**src/rtl/spm_serial_mult.sv**
```systemverilog
// spm_serial_mult: unsigned serial-parallel multiplier, P = MP*MC after 2N busy cycles
// Ports: clk rising-edge clock; rst synchronous active-low reset;
//        MP/MC operands sampled on the accepting start edge; start level request (IDLE only);
//        P 2N-bit product register; done one-cycle completion pulse.
module spm_serial_mult #(
  parameter int N = 32
) (
  input  logic           clk,
  input  logic           rst,
  input  logic [N-1:0]   MP,
  input  logic [N-1:0]   MC,
  input  logic           start,
  output logic [2*N-1:0] P,
  output logic           done
);
  localparam int CW = $clog2(2 * N);
  typedef enum logic [1:0] {IDLE, BUSY, DONE} state_t;
  state_t state_q, state_d;
  logic [N-1:0] mc_q, mc_d, mp_q, mp_d, s_q, s_d, c_q, c_d;
  logic [N-1:0] pp, s_up, s_n, c_n;
  logic [2*N-1:0] p_q, p_d;
  logic [CW-1:0] cnt_q, cnt_d;
  // The MP register shifts in zeros, so its LSB is the flush bit once all N bits are consumed.
  assign pp   = mc_q & {N{mp_q[0]}};
  assign s_up = {1'b0, s_q[N-1:1]};
  assign s_n  = pp ^ s_up ^ c_q;
  assign c_n  = (pp & s_up) | (pp & c_q) | (s_up & c_q);
  always_comb begin
    state_d = state_q;
    mc_d    = mc_q;
    mp_d    = mp_q;
    s_d     = s_q;
    c_d     = c_q;
    p_d     = p_q;
    cnt_d   = cnt_q;
    if (state_q == IDLE && start) begin
      mc_d    = MC;
      mp_d    = MP;
      s_d     = '0;
      c_d     = '0;
      p_d     = '0;
      cnt_d   = '0;
      state_d = BUSY;
    end else if (state_q == BUSY) begin
      s_d     = s_n;
      c_d     = c_n;
      p_d     = {s_n[0], p_q[2*N-1:1]};
      mp_d    = mp_q >> 1;
      cnt_d   = cnt_q + CW'(1);
      state_d = (cnt_q == CW'(2 * N - 1)) ? DONE : BUSY;
    end else if (state_q == DONE) begin
      state_d = IDLE;
    end
  end
  always_ff @(posedge clk) begin
    if (!rst) begin
      state_q <= IDLE;
      mc_q    <= '0;
      mp_q    <= '0;
      s_q     <= '0;
      c_q     <= '0;
      p_q     <= '0;
      cnt_q   <= '0;
    end else begin
      state_q <= state_d;
      mc_q    <= mc_d;
      mp_q    <= mp_d;
      s_q     <= s_d;
      c_q     <= c_d;
      p_q     <= p_d;
      cnt_q   <= cnt_d;
    end
  end
  assign P    = p_q;
  assign done = (state_q == DONE);
endmodule

```
**config.mk**
```make
export PLATFORM = sky130hd
export DESIGN_NAME = spm_serial_mult
export DESIGN_NICKNAME = d
export VERILOG_FILES = /design/src/rtl/spm_serial_mult.sv
export SDC_FILE = /design/constraint.sdc
export NUM_CORES = 1
export LEC_CHECK = 0
export ABC_AREA = 1
export CELL_PAD_IN_SITES_DETAIL_PLACEMENT = 0
export CELL_PAD_IN_SITES_GLOBAL_PLACEMENT = 1
export CORE_MARGIN = 3
export CORE_UTILIZATION = 39
export CTS_CLUSTER_DIAMETER = 80
export DETAILED_ROUTE_END_ITERATION = 7
export MAX_ROUTING_LAYER = met4
export PLACE_DENSITY_LB_ADDON = 0.12
export SLEW_MARGIN = 5
export SYNTH_ARGS = -nofsm -noshare
export SYNTH_HDL_FRONTEND = slang
export SYNTH_SLANG_ARGS = --single-unit
```
**constraint.sdc**
```tcl
create_clock -name clk -period 2.3 [get_ports clk]
set_input_delay 0.69 -clock clk [delete_from_list [all_inputs] [get_ports clk]]
set_output_delay 0.69 -clock clk [all_outputs]
set_load 0.03 [all_outputs]
```
==> impl_metrics.env, run 1 <==
export IMPL_fin_nets=1294
export IMPL_hold_end="c_q[31]"
export IMPL_clockRootBuffer="clkbuf_16"
export IMPL_die_h_um=154
export IMPL_routed_wl_um=19300
export IMPL_min_period_over_period=0.961
export IMPL_fillers=2089
export IMPL_antenna_found_initial=0
export IMPL_relSlewSlack=0.731
export IMPL_die_area_um2=23600
export IMPL_syn_nets=1197
export IMPL_fp_row_count=53
export IMPL_start_kind="flip-flop"
export IMPL_p_comb_frac=0.178
export IMPL_drtIter0Drc=321
export IMPL_wl_met3_um=674
export IMPL_place_congestion=0.705
export IMPL_worstHoldStart="c_q[31]"
export IMPL_ir_drop_mv=0.585
export IMPL_yosysTopAreaCellShare=0.468
export IMPL_hpwl_um=11900
export IMPL_grt_pass1_wl_um=32100
export IMPL_crit_family="buffers and inverters"
export IMPL_drive_above_1_share=0.0515
export IMPL_critical_path_slowest_cell="clkdlybuf4s50_1"
export IMPL_internal_power_mw=5.83
export IMPL_critPathBufInv=1
export IMPL_synth_cell_area_um2=8510
export IMPL_crit_fanout=3
export IMPL_cts_tree="done"
export IMPL_fin_util=0.506
export IMPL_clock_path_buffers=2
export IMPL_clk_latency_ns=0.43
export IMPL_power_leakage_nw=3.72
export IMPL_cp_cell_sequence="clkdlybuf4s50_1"
export IMPL_crit_type="reg -> out"
export IMPL_finalSetupViolations=0
export IMPL_area_growth_pct=26.1
export IMPL_ys_seq_area_frac=0.468
export IMPL_coreArea_um2=21200
export IMPL_synth_seq_cells=199
export IMPL_swShare=0.301
export IMPL_fin_worst_skew_ns=0.0142
export IMPL_syn_area_per_cell_um2=7.78
export IMPL_rsz0062_at_grt="no"
export IMPL_initial_core_util=0.401
export IMPL_timing_rr_start="state_q[1]"
export IMPL_port_buffers=131
export IMPL_power_frac_seq=0.448
export IMPL_die_x_um=154
export IMPL_worstRegToRegCells=6
export IMPL_cts_max_level=4
export IMPL_max_stage_delay_ns=0.70
export IMPL_synth_warning_count=0
export IMPL_rr_endpoint="s_q[27]"
export IMPL_avgRoutedWirePerCell_um=13.0
export IMPL_p_sw_mw=2.51
export IMPL_synth_cell_types=21
export IMPL_hold_violations=0
export IMPL_hold_path_class="reg -> reg"
export IMPL_cts_buffers=17
export IMPL_yosysTopAreaCell="dfxtp_1"
export IMPL_overflow=0
export IMPL_slew_violations=0
export IMPL_syn_inst=1094
export IMPL_vias_per_cell=4.66
export IMPL_rrSetupSlack_ns=0.61
export IMPL_grt_max_degree=91
export IMPL_tns_ns=0
export IMPL_worstHoldPathCells=2
export IMPL_drc=0
export IMPL_worst_slew_pin_slew_ns=0.404
export IMPL_drt_met1_wl_um=9760
export IMPL_path_clk_slew_ns=0.08
export IMPL_worst_slack_ns=0.0888
export IMPL_finalCriticalPeriod_ns=2.21
export IMPL_diodes=0
export IMPL_cp_required_ns=1.61
export IMPL_top_layer="met4"
export IMPL_antenna_left=0
export IMPL_grt_pass1_vias=6332
export IMPL_grt_total_usage=0.168
export IMPL_via_count=6889
export IMPL_crit_arrival_ns=1.52
export IMPL_clkSinkCount=199
export IMPL_endpoint_kind="output port"
export IMPL_post_cts_buffers=0
export IMPL_place_ws_ns=0.232
export IMPL_wl_met2_um=8710
export IMPL_fmax_mhz=452
export IMPL_finalHoldWorstSlack_ns=0.468
export IMPL_top_level_ports=132
export IMPL_synth_area_leaders="dfxtp_1 47%, nand2_1 11%, nor2_1 8.6%, fa_1 7.3%, a21oi_1 6.1%"
export IMPL_pwr_share_clk=0.374
export IMPL_status="complete, no violations"
export IMPL_first_pass_iters=4
export IMPL_drv_cap=0
export IMPL_p_per_area_nw_per_um2=778
-- routing by layer --
metal | GRT usage | vias up
met1 | 0.233 | 3150
met2 | 0.253 | 105
met3 | 0.0411 | 6
met4 | 0.0341 | 0
li1 | - | 3628
met5 | - | -
-- cells by family after synthesis --
| logic type | after synthesis | synth area share |
|---|---|---|
| adders and majority gates | 36 | 0.0803 |
| and+or+nand+nor | 475 | 0.216 |
| DFF | 199 | 0.468 |
| AOI/OAI and AO/OA | 231 | 0.154 |
| buffers and inverters | 153 | 0.0818 |
-- state kept, by name, indices dropped and copies added, names as in the netlist --
name,flops
P,63
cnt_q,6
state_q,2
s_q,32
c_q,32
mp_q,32
mc_q,32
-- worst max-delay path by stage --
stage                       start      end  slack, ns  cells past startpoint
after floorplan           mp_q[0]  s_q[10]       0.68                      6
after global placement      start  mc_q[4]       0.25                      5
after detailed placement    start  mc_q[4]       0.23                      5
after CTS                    P[7]     P[7]       0.06                      1
after global routing         P[6]     P[6]       0.02                      1
final                        P[7]     P[7]       0.09                      1
-- cells in the mapped netlist --
cell type,instances
a21oi_1,104
buf_1,2
buf_2,37
buf_4,8
buf_6,6
clkbuf_1,25
clkinv_1,1
dfxtp_1,199
fa_1,31
ha_1,5
inv_1,73
inv_2,1
nand2_1,241
nand2_2,2
nand3_1,36
nor2_1,194
nor3_1,1
o21a_1,61
o21ai_0,46
o21ai_1,20
or2_0,1
-- layout make-up --
cell class	count	area, µm²	share of cell area
clock inverters	15	186	0.0174
clock buffers	17	425	0.0396
multi-input cells	742	3850	0.358
flip-flops and latches	199	3980	0.371
repair buffers	156	1660	0.155
well taps	275	344	0.0321
inverters	75	284	0.0265
-- per-stage QoR --
step	cell area [µm²]	power, mW	std cells
global route	10700	8.79	1479
global placement	10100	5.33	1447
finish	10700	8.35	1479
floorplan	8510	4.82	1094
CTS	10700	8.48	1479
detailed placement	10100	5.34	1447
-- power groups by stage --
stage	Sequential [mW]	Clock (mW)	Combinational, mW
floorplan	3.79	0	1.03
detailed placement	3.82	0	1.52
global placement	3.82	0	1.52
CTS	3.74	3.22	1.52
global route	3.76	3.36	1.67
finish	3.74	3.12	1.49
-- repair_timing --
action | in CTS | in global routing
hold buffers | 0 | 0
gates resized for setup | 1 | 0
endpoints found under the setup margin | 1 | 0
-- cells in the final DEF, fill, tap and decap left out, types with 2 or more instances in the layout --
cell	n
a21oi_1	104
buf_12	13
buf_4	12
bufinv_16	2
clkbuf_16	17
clkdlybuf4s50_1	130
clkinv_4	3
clkinvlp_4	2
dfxtp_1	199
fa_1	31
ha_1	4
inv_1	72
inv_6	4
inv_8	3
nand2_1	241
nand3_1	36
nor2_1	194
o21a_1	61
o21ai_0	46
o21ai_1	20
(Power assumes the default switching activity.)
==> run 2, diff against run 1 <==
CORE_UTILIZATION = 46   (was 39)
DONT_BUFFER_PORTS = 1   (was default)
==> impl_metrics.env, run 2 (synthesis results as in run 1) <==
export IMPL_power_frac_seq=0.478
export IMPL_antenna_left=0
export IMPL_worst_slew_pin_slew_ns=0.543
export IMPL_clkSinkCount=199
export IMPL_wl_met2_um=7840
export IMPL_clk_latency_ns=0.43
export IMPL_hpwl_um=10500
export IMPL_ctsResizeCount=0
export IMPL_coreArea_um2=18100
export IMPL_first_pass_iters=4
export IMPL_largest_register_ffs=63
export IMPL_rrSetupSlack_ns=0.47
export IMPL_area_growth_pct=7.38
export IMPL_die_x_um=142
export IMPL_hold_buffers=0
export IMPL_die_h_um=142
export IMPL_cts_buffers=17
export IMPL_status="complete, no violations"
export IMPL_drc=0
export IMPL_rsz0062_at_grt="no"
export IMPL_hold_path_class="in -> reg"
export IMPL_finalSetupViolations=0
export IMPL_p_per_area_nw_per_um2=858
export IMPL_endpoint_kind="output port"
export IMPL_cts_tree="done"
export IMPL_final_common_cell="nand2_1"
export IMPL_cts_max_level=4
export IMPL_fin_nets=1152
export IMPL_crit_type="reg -> out"
export IMPL_min_period_over_period=0.852
export IMPL_clockRootBuffer="clkbuf_16"
export IMPL_avgRoutedWirePerCell_um=13.4
export IMPL_power_leakage_nw=3.14
export IMPL_relSlewSlack=0.638
export IMPL_finalCriticalPeriod_ns=1.96
export IMPL_fin_util=0.505
export IMPL_swShare=0.309
export IMPL_grt_total_usage=0.179
export IMPL_worst_slack_ns=0.341
export IMPL_drt_met1_wl_um=8370
export IMPL_ir_drop_mv=0.695
export IMPL_place_ws_ns=0.452
export IMPL_clock_path_buffers=2
export IMPL_fmax_mhz=510
export IMPL_drv_cap=0
export IMPL_wl_met3_um=992
export IMPL_tns_ns=0
export IMPL_final_cell_mix="241 x nand2_1, 199 x dfxtp_1, 194 x nor2_1, 104 x a21oi_1, 72 x inv_1"
export IMPL_antenna_found_initial=2
export IMPL_path_clk_slew_ns=0.07
export IMPL_start_kind="flip-flop"
export IMPL_routed_wl_um=17400
export IMPL_drive_above_1_share=0.0480
export IMPL_crit_arrival_ns=1.27
export IMPL_slew_violations=0
export IMPL_cp_required_ns=1.61
export IMPL_via_count=6327
export IMPL_crit_fanout=3
export IMPL_fp_row_count=49
export IMPL_drtIter0Drc=348
export IMPL_die_area_um2=20200
export IMPL_hold_violations=0
export IMPL_top_layer="met4"
export IMPL_vias_per_cell=4.89
export IMPL_grt_max_degree=87
export IMPL_grt_pass1_vias=5931
export IMPL_port_buffers=0
export IMPL_post_cts_buffers=0
export IMPL_grt_pass1_wl_um=28900
export IMPL_p_sw_mw=2.42
export IMPL_internal_power_mw=5.42
export IMPL_p_comb_frac=0.156
export IMPL_place_congestion=0.735
export IMPL_fin_worst_skew_ns=0.0108
export IMPL_top_level_ports=132
export IMPL_initial_core_util=0.470
export IMPL_overflow=0
export IMPL_pwr_share_clk=0.366
run 2: cell count changes in the layout (fill, tap and decap cells not counted), sizes merged, moves of 2 or more:
| cell | delta |
|---|---|
| buf | -11 |
| clkinv | +2 |
| diode | +2 |
| clkdlybuf4s50 | -130 |
| bufinv | -2 |
run 2: worst paths after layout:
| path | endpoint | startpoint | depth (start not counted) |
|---|---|---|---|
| worst max-delay path | done | state_q[0] | 2 |
| worst min register to register | s_q[31] | s_q[31] | 2 |
| worst min-delay path | mp_q[0] | rst | 2 |
| worst max register to register | s_q[3] | state_q[1] | 6 |
run 2: critical path, cell delays in order (launching register included):
cell and delay [ns]:
dfxtp_1 0.34, inv_1 0.10, ha_1 0.41
run 2: cell type report:
| class | count | area (µm²) |
|---|---|---|
| clock inverters | 15 | 138 |
| multi-input cells | 742 | 3850 |
| flip-flops and latches | 199 | 3980 |
| inverters | 75 | 284 |
| fillers | 1775 | 8950 |
| repair buffers | 14 | 168 |
| diodes | 2 | 5.00 |
| well taps | 229 | 287 |
| clock buffers | 17 | 425 |
run 2: per-stage QoR:
step / area [µm²] / total power [mW] / instances / hold WS (ns)
CTS: 9130 / 7.95 / 1291 / 0.357
floorplan: 8510 / 4.82 / 1094 / 0.440
detailed placement: 8570 / 5.07 / 1259 / 0.457
global route: 9140 / 8.26 / 1293 / 0.379
finish: 9140 / 7.84 / 1293 / 0.378
global placement: 8570 / 5.07 / 1259 / 0.457
run 2: power by group through the flow:
stage | Clock [mW] | Combinational [mW] | Sequential, mW
6_report | 2.87 | 1.22 | 3.75
5_1_grt | 3.09 | 1.40 | 3.77
4_1_cts | 2.95 | 1.25 | 3.75
3_5_place_dp | 0 | 1.25 | 3.83
3_3_place_gp | 0 | 1.24 | 3.82
2_1_floorplan | 0 | 1.03 | 3.79
run 2: routing by layer:
| layer | global-route usage | up-vias |
|---|---|---|
| met5 | - | - |
| met1 | 0.236 | 2888 |
| met2 | 0.266 | 87 |
| li1 | - | 3339 |
| met3 | 0.0585 | 13 |
| met4 | 0.0500 | 0 |
==> run 3, diff against run 2 <==
GPL_ROUTABILITY_DRIVEN = 0   (was default)
==> results of run 3 <==
The final DEF is identical to that of run 2; final timing and power are the same.
